$ cat src/rtl/regbank_param.sv
// regbank_param: 2-read/1-write register bank that zeroes itself after reset.
// Define REGBANK_BYPASS_EN to forward same-cycle write data onto the read ports.
module regbank_param #(
   parameter int WIDTH      = 32,
   parameter int DEPTH_LOG2 = 5,
   parameter int ZERO_REG   = 1
) (
   input  logic                  clock,
   input  logic                  reset,
   input  logic [DEPTH_LOG2-1:0] addra,
   output logic [WIDTH-1:0]      dataa,
   input  logic [DEPTH_LOG2-1:0] addrb,
   output logic [WIDTH-1:0]      datab,
   input  logic                  enc,
   input  logic [DEPTH_LOG2-1:0] addrc,
   input  logic [WIDTH-1:0]      datac,
   output logic                  ready
);
   localparam int DEPTH = 2 ** DEPTH_LOG2;
   typedef enum logic {CLEAR, READY} state_t;
   state_t                state, next_state;
   logic [DEPTH_LOG2-1:0] ptr;
   logic [WIDTH-1:0]      regs [DEPTH];
   logic [WIDTH-1:0]      rd_a, rd_b;
   logic                  wr_ok, zero_a, zero_b;
   assign ready = state == READY;
   always_comb begin
      next_state = (state == CLEAR && ptr == '1) ? READY : state;
      wr_ok = state == READY && enc && !(ZERO_REG != 0 && addrc == '0);
      zero_a = ZERO_REG != 0 && addra == '0;
      zero_b = ZERO_REG != 0 && addrb == '0;
`ifdef REGBANK_BYPASS_EN
      rd_a = zero_a ? '0 : (wr_ok && addra == addrc) ? datac : regs[addra];
      rd_b = zero_b ? '0 : (wr_ok && addrb == addrc) ? datac : regs[addrb];
`else
      rd_a = zero_a ? '0 : regs[addra];
      rd_b = zero_b ? '0 : regs[addrb];
`endif
   end
   always_ff @(posedge clock) begin
      if (reset) begin
         state <= CLEAR;
         ptr   <= '0;
         dataa <= '0;
         datab <= '0;
      end else begin
         state <= next_state;
         ptr   <= state == CLEAR ? ptr + 1'b1 : '0;
         dataa <= state == READY ? rd_a : '0;
         datab <= state == READY ? rd_b : '0;
      end
   end
   // Storage is never reset directly; the sweep does the zeroing.
   always_ff @(posedge clock) begin
      if (!reset && state == CLEAR)
         regs[ptr] <= '0;
      else if (!reset && wr_ok)
         regs[addrc] <= datac;
   end
endmodule

$ cat config.mk
export PLATFORM = sky130hd
export DESIGN_NAME = regbank_param
export DESIGN_NICKNAME = d
export VERILOG_FILES = /design/src/rtl/regbank_param.sv
export SDC_FILE = /design/constraint.sdc
export NUM_CORES = 1
export LEC_CHECK = 0
export BUFFER_PORTS_ARGS = -buffer_cell sky130_fd_sc_hd__buf_2
export CAP_MARGIN = 20
export CORE_MARGIN = 2
export CORE_UTILIZATION = 52
export DETAILED_ROUTE_END_ITERATION = 10
export HOLD_SLACK_MARGIN = 0.03
export PLACE_DENSITY = 0.71
export RECOVER_POWER = 25
export SETUP_SLACK_MARGIN = 0.15
export SYNTH_ARGS = -nofsm -noshare
export SYNTH_HDL_FRONTEND = slang
export SYNTH_SLANG_ARGS = --single-unit
$ cat constraint.sdc
create_clock -name clock -period 4.8 [get_ports clock]
set_input_delay 1.2 -clock clock [delete_from_list [all_inputs] [get_ports clock]]
set_output_delay 1.2 -clock clock [all_outputs]
set_load 0.02 [all_outputs]
Word level (Yosys, flattened, before mapping):

Memory sizes are Yosys's and may differ from the RTL's. A register that Yosys moved wholly into a read port is not among the register bits.
Index checks and enable logic that the tools add are counted.
Widths: inputs -> output; s select.

* word-level logic and storage cells: 28
* bits in read-only memories: 0
* output and inout bits: 65
* memories: 1
* bits in registers: 6
* bits in writable memories: 1024
* latch bits: 0
* input bits: 50

* reduce and logical (&&, ||, !) cells: 14
* multiply operators: 0
* magnitude comparators: 0
* eq/ne operators: 1
* shifts and indexed selects: 0
* divide/modulo/power cells: 0
* bitwise gates (word level): 1
* add/sub/neg operators: 1
* mux-type cells: 8

Memories
* regs: depth 32, width 32, rd ports 2, clocked after Yosys merged registers in 2, wr ports 1, RTL line 23 `logic [WIDTH-1:0] regs [DEPTH];`

Operators by type and width (count)
* $mux 32: 1
* $reduce_or 32->1: 1
* $logic_not 5->1: 3
* $mux 1: 6
* $reduce_or 3->1: 2
* $add 5x1->5 const B: 1
* $eq 5x5->1 const B: 1
* $logic_and 1x1->1: 5
* $mux 5: 1
* $logic_not 1->1: 2
* $reduce_or 2->1: 1
* $not 1->1: 1

Longest topological paths before layout:

* depth in word-level cells: 9
* mapped depth: 8
* mapped depth without buffers: 5

Worst setup path before layout:

Ideal clock, no wire load.

* path kind: input to register
* from: input reset
* to: memory regs[12][0] (enable)
* data arrival time: 4410 ps
* stages on the path: 5
* slack: -71 ps
* data required time: 4339 ps
* buffers on the path: 1
* library setup time: 461 ps
* cells stage by stage: buf_6 > nand3b_2 > a21oi_1 > a22oi_1 > nor3_1

* longest elaborated chain between the ends: 7
* elaborated cells on any way between the ends: 11
* classes of those cells: 7 x mux; 4 x reduce/logical

Ends and longest elaborated chain
* from (decl): RTL line 9 `input logic reset,`
* $logic_not 1->1 (*): RTL line 55, 57
* $logic_and 1x1->1: RTL line 57 `else if (!reset && wr_ok)`
* $mux 1: RTL line 57
* $mux 1: RTL line 55 `if (!reset && state == CLEAR)`
* $mux 1 (not written as such): RTL line 58 `regs[addrc] <= datac;`
* $reduce_or 32->1 (no source line)
* $mux 5 (no source line) or $mux 1 (tied branches)
* to (decl): RTL line 23

Every way passes the cells marked *; elsewhere a longest branch is shown, timed or not.

Worst setup path after layout:

* from: input reset
* to: memory regs[3][25] (enable)

Same word-level chain as after synthesis.

==> results.tsv <==
metric	value	unit
clock_path_buffers	3	
grt_pass1_vias	32709	
rr_worst_depth	6	
hp-class	register to register	
violations	capacitance limit, slew limit	
antenna_cells	0	
setup_tns	0	ns
hold_viol	0	
antenna_found_initial	1	
io_pins	115	
die_y	314.8	um
viasPerCell	6.982	
dr.pass1.iters	6	
slew_headroom	-0.2708	
synth_warnings	0	
crit_start	reset	
dpl.hpwl	91140	um
finalPower	20320	uW
leakage	0.02155	uW
combPwrFrac	0.060	
rrSetupSlack	1.21	ns
rr_startpoint	ready	
grt_pass1_wl	217400	um
clkPwrFrac	0.431	
layout_common_cells	1024 x edfxtp_1, 768 x mux2i_1, 386 x a22oi_1	
cp_cell_sequence	clkbuf_1 > nand3b_1 > nor2_1 > a32oi_1 > clkbuf_1 > nor2_1 > buf_4	
syn2layout_area_growth	11.93	%
finalSetupViolations	0	
dpl_cell_area	0.05265	sq mm
critPathTopFamily	simple AND/OR/NAND/NOR gates	
cts_setup_buffers	0	
clockRootBuffer	clkbuf_16	
p_switching	4363	uW
outcome	finished, violations left	
clock_latency	0.67	ns
ys_seq_area_frac	0.6399	
dr.first_iter.drc_count	4208	
path_max_fanout	24	
ys_types	37	
p_seq_frac	0.510	
io_buffer_count	114	
tightestPinTransition	1.906	ns
maxCapViolCount	6	
clkSinkCount	1094	
end_kind	register	
grt_max_degree	81	
h-tree-depth	3	
rows	114	
arrival	4.10	ns
track_usage	0.3021	
startpoint_type	input pin	
die_width	314.8	um
post-route-min-period	3.804	ns
clkSlewWorstSetupHoldPaths	0.06	ns
syn_nets	3189	
p_int	15960	uW
wire_per_inst	32.93	um
fill_cells	7074	
initial_core_util	0.5218	
crit_buf_inv	3	
core_area	0.09628	sq mm
synth_cells	3137	
gp_congestion	0.8966	
reg2reg_to	regs[3][25]	
drv_slew	96	
synth_seq_cells	1094	
fin_nets	3320	
ir_drop	0.0003233	V
cts_buffers	110	
drc	0	
path_depth	7	
final_area	0.05623	sq mm
final_common_cell	edfxtp_1	
synth_area_per_cell	16.02	sq um
grt_overflow	0	
post_cts_resized	0	
p_per_area	361.4	mW/mm^2
finalClockSkew	0.02141	ns
crit_required	5.09	ns
vias	32374	
drive_gt1_frac	0.1657	
endpoint	regs[3][25]	
cts_tree	built	
slowest_stage	nor2_1	
switching_share	0.2147	
design.die.area	0.09912	sq mm
fmax	262.9	MHz
syn_area	0.05024	sq mm
rsz0062_at_grt	false	
finalCritPeriodShare	0.7925	
max_stage_delay	0.99	ns
drt_wl_total	152700	um
antenna_left	0	
critical_path_class	input pin to register	
hold_buffers	0	
==> power by group through the flow <==
stage                     registers (uW)  clock network [uW]  logic (uW)
final                              10400                8760        1210
after global routing               10400                9200        1250
after CTS                          10400                8810        1190
after detailed placement           10600                   0        1180
after global placement             10600                   0        1160
after floorplan                    10500                   0         844
==> final cells by class <==
type,count,area [sq um],share of cell area
tap,1276,1597,0.02839
clock inverter,78,780.7,0.01388
inverter,3,11.26,0.0002002
timing repair buffer,258,1789,0.03182
clock buffer,127,2910,0.05175
multi-input combinational,1801,17000,0.3022
sequential,1094,32150,0.5717
==> sequential cells by signal, indices dropped and copies added (netlist names) <==
register and flops:
ready 1, datab 32, dataa 32, ptr 5, regs 1024
==> stage by stage <==
step	std cells	hold slack, ns	worst slack (ns)	utilization
6_report	4637	0.5656	0.9959	0.5841
5_1_grt	4637	0.6283	0.9025	0.5841
4_1_cts	4628	0.5865	1.635	0.5852
3_5_place_dp	4423	0.5738	0.9366	0.5469
3_3_place_gp	4423	0.5940	1.027	0.5469
2_1_floorplan	3137	0.4922	-0.07063	-
==> cell usage after synthesis (all sizes together) <==
cell type	count	area (sq um)
o2bb2ai	1	8.760
mux2	64	720.7
mux2i	768	7687
clkbuf	79	296.5
a32oi	3	26.28
and2b	1	7.510
buf	160	1090
a31oi	5	31.28
xor2	1	8.760
nand3	193	965.9
xnor2	1	8.760
nor3	17	85.08
a21o	1	7.510
edfxtp	1024	30750
nor4b	2	17.52
mux4	128	2995
and2	37	231.5
nand2b	1	13.76
nand2	66	247.7
o21ai	1	5.000
nand4b	1	8.760
and3	3	18.77
nand4	64	400.4
a21oi	3	15.01
nor2b	8	50.05
nor4	2	25.02
nor2	36	135.1
inv	3	11.26
nor3b	5	37.54
ha	2	25.02
dfxtp	70	1401
a22oi	386	2898
nand3b	1	11.26
==> layer usage <==
metal	GRT usage	routed length [um]	vias to the layer above
met5	0	7	-
met4	0.1554	8073	2
met3	0.06151	16350	473
met2	0.4774	71600	2297
met1	0.3984	56670	16530
li1	-	-	13072
==> kinds of logic (layout without fill, tap and decap cells) <==
| group | count (synthesis) | after routing | share of synthesized area |
|---|---|---|---|
| DFF | 1094 | 1094 | 0.6399 |
| muxes | 960 | 960 | 0.2270 |
| AOI/OAI and AO/OA | 400 | 400 | 0.05954 |
| xor gates and xnor gates | 2 | 2 | 0.0003487 |
| and+or+nand+nor | 437 | 437 | 0.04490 |
| adders and majority gates | 2 | 2 | 0.0004980 |
| buffers and inverters | 242 | 466 | 0.02782 |
==> worst min path at each step <==
| stage | startpoint | endpoint | slack, ns | cells after the start |
|---|---|---|---|---|
| 4_1_cts | ptr[0] | ptr[0] | 0.59 | 1 |
| 2_1_floorplan | ptr[0] | ptr[0] | 0.49 | 1 |
| 6_report | ptr[0] | ptr[0] | 0.57 | 1 |
| 3_3_place_gp | ptr[0] | ptr[0] | 0.59 | 1 |
| 3_5_place_dp | ptr[0] | ptr[0] | 0.57 | 1 |
| 5_1_grt | ptr[0] | ptr[0] | 0.63 | 1 |
(Power assumes the default switching activity.)
